`src/rtl/sp_ram_fifo_pkg.sv`:
```
`default_nettype none
// ============================================================================
// Module      : sp_ram_fifo_pkg
// Description : Shared widths and RAM-operation encoding for the
//               single-port-RAM FIFO.
// Revision    : 1.0 - initial release
// ============================================================================
package sp_ram_fifo_pkg;

    localparam int DATA_W = 8;
    localparam int ADDR_W = 5;
    localparam int DEPTH  = 2 ** ADDR_W;

    // The one operation the single RAM port performs in a given cycle
    typedef enum logic [1:0] {
        OP_IDLE  = 2'd0,
        OP_WRITE = 2'd1,
        OP_READ  = 2'd2
    } ram_op_e;

endpackage
`default_nettype wire

```
`src/rtl/sp_ram_fifo_if.sv`:
```
`default_nettype none
// ============================================================================
// Module      : sp_ram_fifo_if
// Description : Push/pop streaming interface of the single-port-RAM FIFO.
//               master = producer/consumer side, slave = FIFO side.
// Revision    : 1.0 - initial release
// ============================================================================
interface sp_ram_fifo_if;
    import sp_ram_fifo_pkg::*;

    logic [DATA_W-1:0] in_data;
    logic              in_valid;
    logic              in_ready;
    logic [DATA_W-1:0] out_data;
    logic              out_valid;
    logic              out_ready;
    logic [ADDR_W:0]   count;
    logic              full;
    logic              empty;

    modport master (
        output in_data, in_valid, out_ready,
        input  in_ready, out_data, out_valid, count, full, empty
    );

    modport slave (
        input  in_data, in_valid, out_ready,
        output in_ready, out_data, out_valid, count, full, empty
    );
endinterface
`default_nettype wire

```
`src/rtl/sp_ram_fifo_sp_ram.sv`:
```
`default_nettype none
// ============================================================================
// Module      : sp_ram
// Description : 32x8 single-port synchronous RAM with a registered read
//               port. q only changes on a read; writes leave it untouched.
// Revision    : 1.0 - initial release
// ============================================================================
module sp_ram
    import sp_ram_fifo_pkg::*;
(
    input  wire logic              clk,
    input  wire logic              resetn,
    input  wire logic [ADDR_W-1:0] addr,
    input  wire logic              we,
    input  wire logic              re,
    input  wire logic [DATA_W-1:0] d,
    output logic      [DATA_W-1:0] q
);

    logic [DATA_W-1:0] r_mem [DEPTH];

    // Storage array: written on we, never reset
    always_ff @(posedge clk) begin
        if (we) begin
            r_mem[addr] <= d;
        end
    end

    // Registered read port, cleared by reset, loaded only on re
    always_ff @(posedge clk or negedge resetn) begin
        if (!resetn) begin
            q <= '0;
        end else if (re) begin
            q <= r_mem[addr];
        end
    end

endmodule
`default_nettype wire

```
`src/rtl/sp_ram_fifo.sv`:
```
`default_nettype none
// ============================================================================
// Module      : sp_ram_fifo
// Description : Byte FIFO on one single-port RAM. Reads have priority over
//               writes; the RAM read register is the FIFO output register.
// Revision    : 1.0 - initial release
// ============================================================================
module sp_ram_fifo
    import sp_ram_fifo_pkg::*;
(
    input  wire logic     clk,
    input  wire logic     resetn,
    sp_ram_fifo_if.slave  bus
);

    localparam logic [ADDR_W:0] C_FULL_CNT = (ADDR_W + 1)'(DEPTH);

    logic [ADDR_W-1:0] r_wr_ptr;
    logic [ADDR_W-1:0] r_rd_ptr;
    logic [ADDR_W:0]   r_ram_cnt;
    logic              r_out_valid;

    logic              w_rd_issue;
    logic              w_in_ready;
    logic              w_wr;
    logic              w_pop;
    ram_op_e           w_op;
    logic [ADDR_W-1:0] w_addr;

    // Arbitration: refill the output register whenever it is free or being
    // consumed; writes only get the port when no read is needed.
    always_comb begin
        w_rd_issue = (r_ram_cnt != '0) && (!r_out_valid || bus.out_ready);
        w_in_ready = !w_rd_issue && (r_ram_cnt != C_FULL_CNT);
        w_wr       = bus.in_valid && w_in_ready;
        w_pop      = r_out_valid && bus.out_ready;
        if (w_rd_issue) begin
            w_op = OP_READ;
        end else if (w_wr) begin
            w_op = OP_WRITE;
        end else begin
            w_op = OP_IDLE;
        end
        w_addr = (w_op == OP_READ) ? r_rd_ptr : r_wr_ptr;
    end

    // Pointer, occupancy and output-valid bookkeeping
    always_ff @(posedge clk or negedge resetn) begin
        if (!resetn) begin
            r_wr_ptr    <= '0;
            r_rd_ptr    <= '0;
            r_ram_cnt   <= '0;
            r_out_valid <= 1'b0;
        end else begin
            case (w_op)
                OP_READ: begin
                    r_rd_ptr    <= r_rd_ptr + ADDR_W'(1);
                    r_ram_cnt   <= r_ram_cnt - (ADDR_W + 1)'(1);
                    r_out_valid <= 1'b1;
                end
                OP_WRITE: begin
                    r_wr_ptr  <= r_wr_ptr + ADDR_W'(1);
                    r_ram_cnt <= r_ram_cnt + (ADDR_W + 1)'(1);
                    if (w_pop) begin
                        r_out_valid <= 1'b0;
                    end
                end
                default: begin
                    if (w_pop) begin
                        r_out_valid <= 1'b0;
                    end
                end
            endcase
        end
    end

    sp_ram u_ram (
        .clk    (clk),
        .resetn (resetn),
        .addr   (w_addr),
        .we     (w_op == OP_WRITE),
        .re     (w_op == OP_READ),
        .d      (bus.in_data),
        .q      (bus.out_data)
    );

    assign bus.in_ready  = w_in_ready;
    assign bus.out_valid = r_out_valid;
    assign bus.count     = r_ram_cnt + {{ADDR_W{1'b0}}, r_out_valid};
    assign bus.full      = (r_ram_cnt == C_FULL_CNT);
    assign bus.empty     = (r_ram_cnt == '0) && !r_out_valid;

endmodule
`default_nettype wire

```
`src/flat_wrapper.sv`:
```
// flat-port wrapper written by rule: the top's interface ports become plain ports
module sp_ram_fifo_flat import sp_ram_fifo_pkg::*;
  (clk, resetn, bus_in_data, bus_in_valid, bus_out_ready, bus_in_ready, bus_out_data, bus_out_valid, bus_count, bus_full, bus_empty);
  sp_ram_fifo_if bus_i ();
  input  wire logic clk;
  input  wire logic resetn;
  input wire logic [$bits(bus_i.in_data)-1:0] bus_in_data;
  input wire logic [$bits(bus_i.in_valid)-1:0] bus_in_valid;
  input wire logic [$bits(bus_i.out_ready)-1:0] bus_out_ready;
  output wire logic [$bits(bus_i.in_ready)-1:0] bus_in_ready;
  output wire logic [$bits(bus_i.out_data)-1:0] bus_out_data;
  output wire logic [$bits(bus_i.out_valid)-1:0] bus_out_valid;
  output wire logic [$bits(bus_i.count)-1:0] bus_count;
  output wire logic [$bits(bus_i.full)-1:0] bus_full;
  output wire logic [$bits(bus_i.empty)-1:0] bus_empty;
  assign bus_i.in_data = bus_in_data;
  assign bus_i.in_valid = bus_in_valid;
  assign bus_i.out_ready = bus_out_ready;
  assign bus_in_ready = bus_i.in_ready;
  assign bus_out_data = bus_i.out_data;
  assign bus_out_valid = bus_i.out_valid;
  assign bus_count = bus_i.count;
  assign bus_full = bus_i.full;
  assign bus_empty = bus_i.empty;
  sp_ram_fifo u_core (.clk(clk), .resetn(resetn), .bus(bus_i));
endmodule
```
`config.mk`:
```
export PLATFORM = sky130hd
export DESIGN_NAME = sp_ram_fifo_flat
export DESIGN_NICKNAME = d
export VERILOG_FILES = /design/src/rtl/sp_ram_fifo_pkg.sv /design/src/rtl/sp_ram_fifo_if.sv /design/src/rtl/sp_ram_fifo_sp_ram.sv /design/src/rtl/sp_ram_fifo.sv /design/src/flat_wrapper.sv
export SDC_FILE = /design/constraint.sdc
export NUM_CORES = 1
export LEC_CHECK = 0
export CAP_MARGIN = 10
export CELL_PAD_IN_SITES_DETAIL_PLACEMENT = 0
export CELL_PAD_IN_SITES_GLOBAL_PLACEMENT = 1
export CORE_UTILIZATION = 45
export CTS_CLUSTER_DIAMETER = 80
export DETAILED_ROUTE_END_ITERATION = 8
export GPL_ROUTABILITY_DRIVEN = 0
export MAX_ROUTING_LAYER = met4
export PLACE_DENSITY_LB_ADDON = 0.15
export SLEW_MARGIN = 30
export SYNTH_ARGS = -nofsm -noshare
export SYNTH_HDL_FRONTEND = slang
export SYNTH_SLANG_ARGS = --single-unit
export TNS_END_PERCENT = 100
```
`constraint.sdc`:
```
create_clock -name clk -period 3.1 [get_ports clk]
set_input_delay 0.775 -clock clk [delete_from_list [all_inputs] [get_ports clk]]
set_output_delay 0.775 -clock clk [all_outputs]
set_load 0.02 [all_outputs]
```
==> results_dict.tcl, run 1 <==
set metrics [dict create \
    synth.area.top_cells "edfxtp_1, a22oi_1, dfrtp_1" \
    wl_per_cell_um 22.7 \
    io_buffers 29 \
    vias 6560 \
    fin_cells 1164 \
    max-clock-path-buffers 3 \
    crit_top_cell "buf_4" \
    ant_nets 0 \
    worst_pin_slew_ns 0.696 \
    synth_seq_cells 281 \
    syn-num-nets 700 \
    worstPathCellList "buf_4, or4_4, nor3b_4, nor2_4, buf_4, clkbuf_2" \
    p_comb_share_pct 36.0 \
    dr.pass1.iters 7 \
    slew_headroom_pct 53.4 \
    p_leak_nw 4.59 \
    skew_ns 0.0136 \
    hold_viol 0 \
    critPathMaxFanout 6 \
    grt_remaining_overflow 0 \
    die_h_um 158 \
    diodes 0 \
    final.min_clock_period_ns 3.03 \
    cts_hold_buf 0 \
    fillers 1953 \
    avgViaCountPerCell 5.64 \
    ios 30 \
    setup_viol 0 \
    maxCapViolCount 0 \
    synth_top_area_share_pct 70.3 \
    period_share_pct 97.7 \
    critPathArrivalTime_ns 2.25 \
    grt_pass1_vias 6526 \
    wirelength_um 26500 \
    cp_num_buf_inv 3 \
    synth-seq-area-share_pct 76.0 \
    drv_slew 0 \
    cts.clk_slew.worst_paths_ns 0.06 \
    total_power_w 0.0124 \
    grt_pass1_wl_um 39800 \
    avgSynthCellArea_um2 16.1 \
    areaGrowthSynthToFinish_pct 22.6 \
    endpoint_kind "primary output" \
    critPathSlowestCell "or4_4" \
    cp.required_ns 2.32 \
    start_util_pct 46.2 \
    place_hpwl_um 17200 \
    synth_ff_type "edfxtp_1" \
    grt_max_degree 38 \
    synth_edf_count 256 \
    core-area_um2 23700 \
    placed_cells 1112 \
    clock.fmax_ghz 0.330 \
    p_per_area_nw_per_um2 924 \
    cts.sinks 281 \
    die-width_um 158 \
    die_area_um2 24900 \
    cts-root-buf "clkbuf_16" \
    syn_inst 679 \
    hold_path.class "flop to flop" \
    grt_usage_pct 22.9 \
    syn-cell-area_um2 10900 \
    final_design_area_no_fill_um2 13400 \
    antenna_found_initial 0 \
    status "completed" \
    finalNetCount 845 \
    fin_tns_setup_ns 0 \
    cp_top_family "simple AND/OR/NAND/NOR gates" \
    intPower_w 0.00837 \
    route.detailed.drc 0 \
    drt_iter0_drc 622 \
    dpl-instance-area_um2 12500 \
    slowest_delay_ns 0.55 \
    power_frac_seq_pct 37.7 \
    netlist-cell-type-count 43 \
    yosys.area.top_type "edfxtp_1" \
    rows 56 \
    critPathLaunchType "flop" \
    p_clk_share_pct 26.3 \
    switching_share_pct 32.4 \
    drive_above_1_share_pct 22.4 \
    criticalPathCategory "flop to primary output" \
    power.switching_w 0.00402 \
    vdd_drop_max_uv 604 \
    synth-async-reset-ratio_pct 8.90 \
    cts_buffers 28 \
    clkLatencyLatePin_ns 0.54 \
    htree_levels 1 \
    cts_tree "done" \
    ys.warnings.count 0 \
]
[cell usage in the layout (no fill, tap or decap), types with 12 or more instances in the layout]
master,instances
clkdlybuf4s50_1,25
a22oi_1,112
edfxtp_1,256
xnor2_1,12
dfrtp_1,24
nor2_1,40
buf_4,120
clkbuf_16,29
nand2_1,14
a21oi_1,57
[cells in the mapped netlist, drive strengths merged, types with 8 or more instances]
library cell,count
nor2,42
o21ai,8
mux2i,10
ha,8
clkbuf,10
xnor2,12
a221oi,8
buf,32
nand2,14
a21oi,60
a22oi,112
edfxtp,256
dfrtp,25
a22o,8
[cell type report]
type | instances | area [um^2] | share of cell area [%]
sequential | 281 | 8310 | 62.0
clock buffer | 39 | 783 | 5.84
multi-input combinational | 351 | 2450 | 18.3
inverter | 5 | 21.3 | 0.159
timing repair buffer | 157 | 1340 | 10.0
tap | 319 | 399 | 2.98
clock inverter | 12 | 103 | 0.765
[repair_timing]
action                     in CTS  in global routing
cloned                          0                  0
setup buffers                   0                  1
resized for setup               3                 10
pin swaps                       0                  4
setup endpoints to repair       3                 15
[through the flow]
step                      hold slack [ns]  utilization [%]  worst slack, ns
after global placement              0.489             52.9           -0.480
after floorplan                     0.463                -           0.0180
after CTS                           0.499             56.6          -0.0855
after detailed placement            0.483             52.9           -0.528
final                               0.495             56.6           0.0719
after global routing                0.530             56.6         -0.00334
[per-layer routing]
| layer | GRT usage [%] | up-vias | part of all wire [%] |
|---|---|---|---|
| met3 | 3.48 | 47 | 5.5 |
| met4 | 5.41 | 0 | 2.2 |
| li1 | - | 3006 | - |
| met2 | 36.4 | 197 | 48 |
| met1 | 31.1 | 3310 | 44 |
| met5 | - | - | 0 |
[final timing paths]
kind / from / to / slack [ns] / cells past startpoint
worst max-delay path: u_core.r_ram_cnt[1] / bus_in_ready / 0.07 / 6
max in group asynchronous: resetn / u_core.r_ram_cnt[1] / 2.19 / 2
worst min-delay path: u_core.r_rd_ptr[4] / u_core.r_rd_ptr[4] / 0.50 / 1
worst min register to register: u_core.r_rd_ptr[4] / u_core.r_rd_ptr[4] / 0.50 / 1
min in group asynchronous: resetn / u_core.u_ram.q[3] / 0.62 / 2
worst max register to register: u_core.r_ram_cnt[1] / u_core.r_ram_cnt[5] / 0.15 / 13
[power by group through the flow]
stage	logic, W	clock network (W)	registers [W]
floorplan	0.00236	0	0.00477
global placement	0.00439	0	0.00475
detailed placement	0.00443	0	0.00475
CTS	0.00446	0.00331	0.00467
global route	0.00485	0.00346	0.00470
finish	0.00446	0.00326	0.00467
[flip-flops by register name, indices dropped and copies added (netlist names)]
register              flops
u_core.r_ram_cnt          6
u_core.r_rd_ptr           5
u_core.u_ram.q            8
u_core.r_wr_ptr           5
u_core.bus.out_valid      1
u_core.u_ram.r_mem      256
[logic make-up (layout without fill, tap and decap cells)]
logic type	Yosys count	after routing	synth area share (%)
compound gates	210	210	13.2
xor+xnor	17	17	1.36
fa+ha+maj	9	9	1.10
buf+inv	47	213	2.30
flops	281	281	76.0
mux	13	13	1.29
simple gates	102	102	4.74
Note: power is estimated with default switching activity, not from simulation.
==> run 2, diff against run 1 <==
TNS_END_PERCENT = 50   (was 100)
==> run 2 against run 1 <==
Combinational power about the same. Register-to-register slack worse by 0.03 ns. Highest routed layer unchanged. Critical path depth unchanged. Clock power about the same. Final cell count about the same. Setup slack better by 0.0087 ns. Die area unchanged.
==> results_dict.tcl, run 2 (synthesized netlist as in run 1, its figures left out) <==
set metrics [dict create \
    rsz0062_at_grt "true" \
    grt_pass1_vias 6526 \
    top_regs "u_core.u_ram.r_mem: 256 flops, u_core.u_ram.q: 8 flops, u_core.r_ram_cnt: 6 flops" \
    finalNetCount 844 \
    drv_slew 0 \
    place_hpwl_um 17200 \
    critPathMaxFanout 6 \
    start_util_pct 46.2 \
    hold_path.class "flop to flop" \
    cp.required_ns 2.32 \
    core-area_um2 23700 \
    grt_max_degree 38 \
    p_leak_nw 4.59 \
    critPathArrivalTime_ns 2.24 \
    io_buffers 29 \
    layout_common_cells "edfxtp_1, buf_4, a22oi_1" \
    htree_levels 1 \
    skew_ns 0.0138 \
    setup_viol 0 \
    r2r_cells 13 \
    diodes 0 \
    wl_per_cell_um 22.7 \
    r2r_slack_ns 0.12 \
    dr.pass1.iters 5 \
    worstReg2RegEnd "u_core.r_ram_cnt[5]" \
    grt_pass1_wl_um 39800 \
    areaGrowthSynthToFinish_pct 22.5 \
    grt_remaining_overflow 0 \
    fillers 1951 \
    criticalPathCategory "flop to primary output" \
    die-width_um 158 \
    dpl-instance-area_um2 12500 \
    die_h_um 158 \
    drt_iter0_drc 676 \
    final_design_area_no_fill_um2 13400 \
    clkLatencyLatePin_ns 0.54 \
    period_share_pct 97.4 \
    antenna_found_initial 0 \
    cts_setup_buffers 0 \
    clock.fmax_ghz 0.331 \
    maxCapViolCount 0 \
    cts_hold_buf 0 \
    cts-root-buf "clkbuf_16" \
    worst_pin_slew_ns 0.696 \
    vdd_drop_max_uv 605 \
    regMostFlops "u_core.u_ram.r_mem" \
    cts_tree "done" \
    hold_viol 0 \
    fin_cells 1163 \
    ant_nets 0 \
    wirelength_um 26400 \
    status "completed" \
    die_area_um2 24900 \
    p_per_area_nw_per_um2 923 \
    cts.sinks 281 \
    avgViaCountPerCell 5.63 \
    ios 30 \
    final_common_cell "edfxtp_1" \
    slew_headroom_pct 53.4 \
    critPathLaunchType "flop" \
    r2r-start "u_core.r_ram_cnt[1]" \
    critical_path.endpoint "bus_in_ready" \
    largest_register_ffs 256 \
    endpoint_kind "primary output" \
    cts.clk_slew.worst_paths_ns 0.06 \
    route.detailed.drc 0 \
    placed_cells 1112 \
    rows 56 \
    cts_buffers 28 \
    startpoint "u_core.r_ram_cnt[1]" \
    vias 6542 \
    final.min_clock_period_ns 3.02 \
    grt_usage_pct 22.9 \
    max-clock-path-buffers 3 \
    drive_above_1_share_pct 22.2 \
]
==> run 2: worst max-delay path, cell delays in order, from the launching register on <==
cell and delay, ns:
dfrtp_2 0.42, buf_4 0.17, or4_4 0.55, nor3b_4 0.27, nor2_4 0.04, buf_4 0.12, clkbuf_2 0.14
==> run 2: worst min path at each step <==
stage	start	end	slack, ns	cells past startpoint
3_3_place_gp	u_core.r_rd_ptr[4]	u_core.r_rd_ptr[4]	0.49	1
4_1_cts	u_core.r_rd_ptr[4]	u_core.r_rd_ptr[4]	0.50	1
6_report	u_core.r_rd_ptr[4]	u_core.r_rd_ptr[4]	0.50	1
2_1_floorplan	u_core.r_rd_ptr[4]	u_core.r_rd_ptr[4]	0.46	1
5_1_grt	u_core.r_rd_ptr[4]	u_core.r_rd_ptr[4]	0.53	1
3_5_place_dp	u_core.r_rd_ptr[4]	u_core.r_rd_ptr[4]	0.48	1
==> run 2: layer usage <==
metal / share of wire, % / wire length, um / up-vias / global-route usage, %
li1: - / - / 2999 / -
met3: 5.2 / 1360 / 45 / 3.48
met5: 0 / 0 / - / -
met1: 45 / 11800 / 3309 / 31.1
met4: 2.2 / 580 / 0 / 5.41
met2: 48 / 12600 / 189 / 36.4
==> run 2: layout make-up <==
class | instances | area, um^2 | area share, %
Clock inverter | 12 | 103 | 0.765
Clock buffer | 39 | 783 | 5.84
Tap cell | 319 | 399 | 2.98
Sequential cell | 281 | 8310 | 62.0
Timing Repair Buffer | 156 | 1340 | 9.96
Multi-Input combinational cell | 351 | 2450 | 18.3
Inverter | 5 | 21.3 | 0.159
==> run 2: timing repair <==
action	4_1_cts	5_1_grt
resized for setup	3	8
pin swaps	0	1
endpoints found under the setup margin	3	15
==> run 2: report_power, final <==
part           total, W  switching, W  internal, W
Combinational   0.00445       0.00243      0.00202
Sequential      0.00467      0.000242      0.00443
Clock           0.00325       0.00134      0.00191
==> run 2: per-stage QoR <==
step           total power (W)  TNS, ns  util (%)  setup slack [ns]  hold slack (ns)
4_1_cts                 0.0124  -0.0855      56.6           -0.0855            0.499
5_1_grt                 0.0130  -0.0186      56.6           -0.0186            0.530
3_3_place_gp           0.00913   -35.27      52.9            -0.480            0.489
3_5_place_dp           0.00918   -39.22      52.9            -0.528            0.483
2_1_floorplan          0.00712        0         -            0.0180            0.463
6_report                0.0124        0      56.6            0.0807            0.495
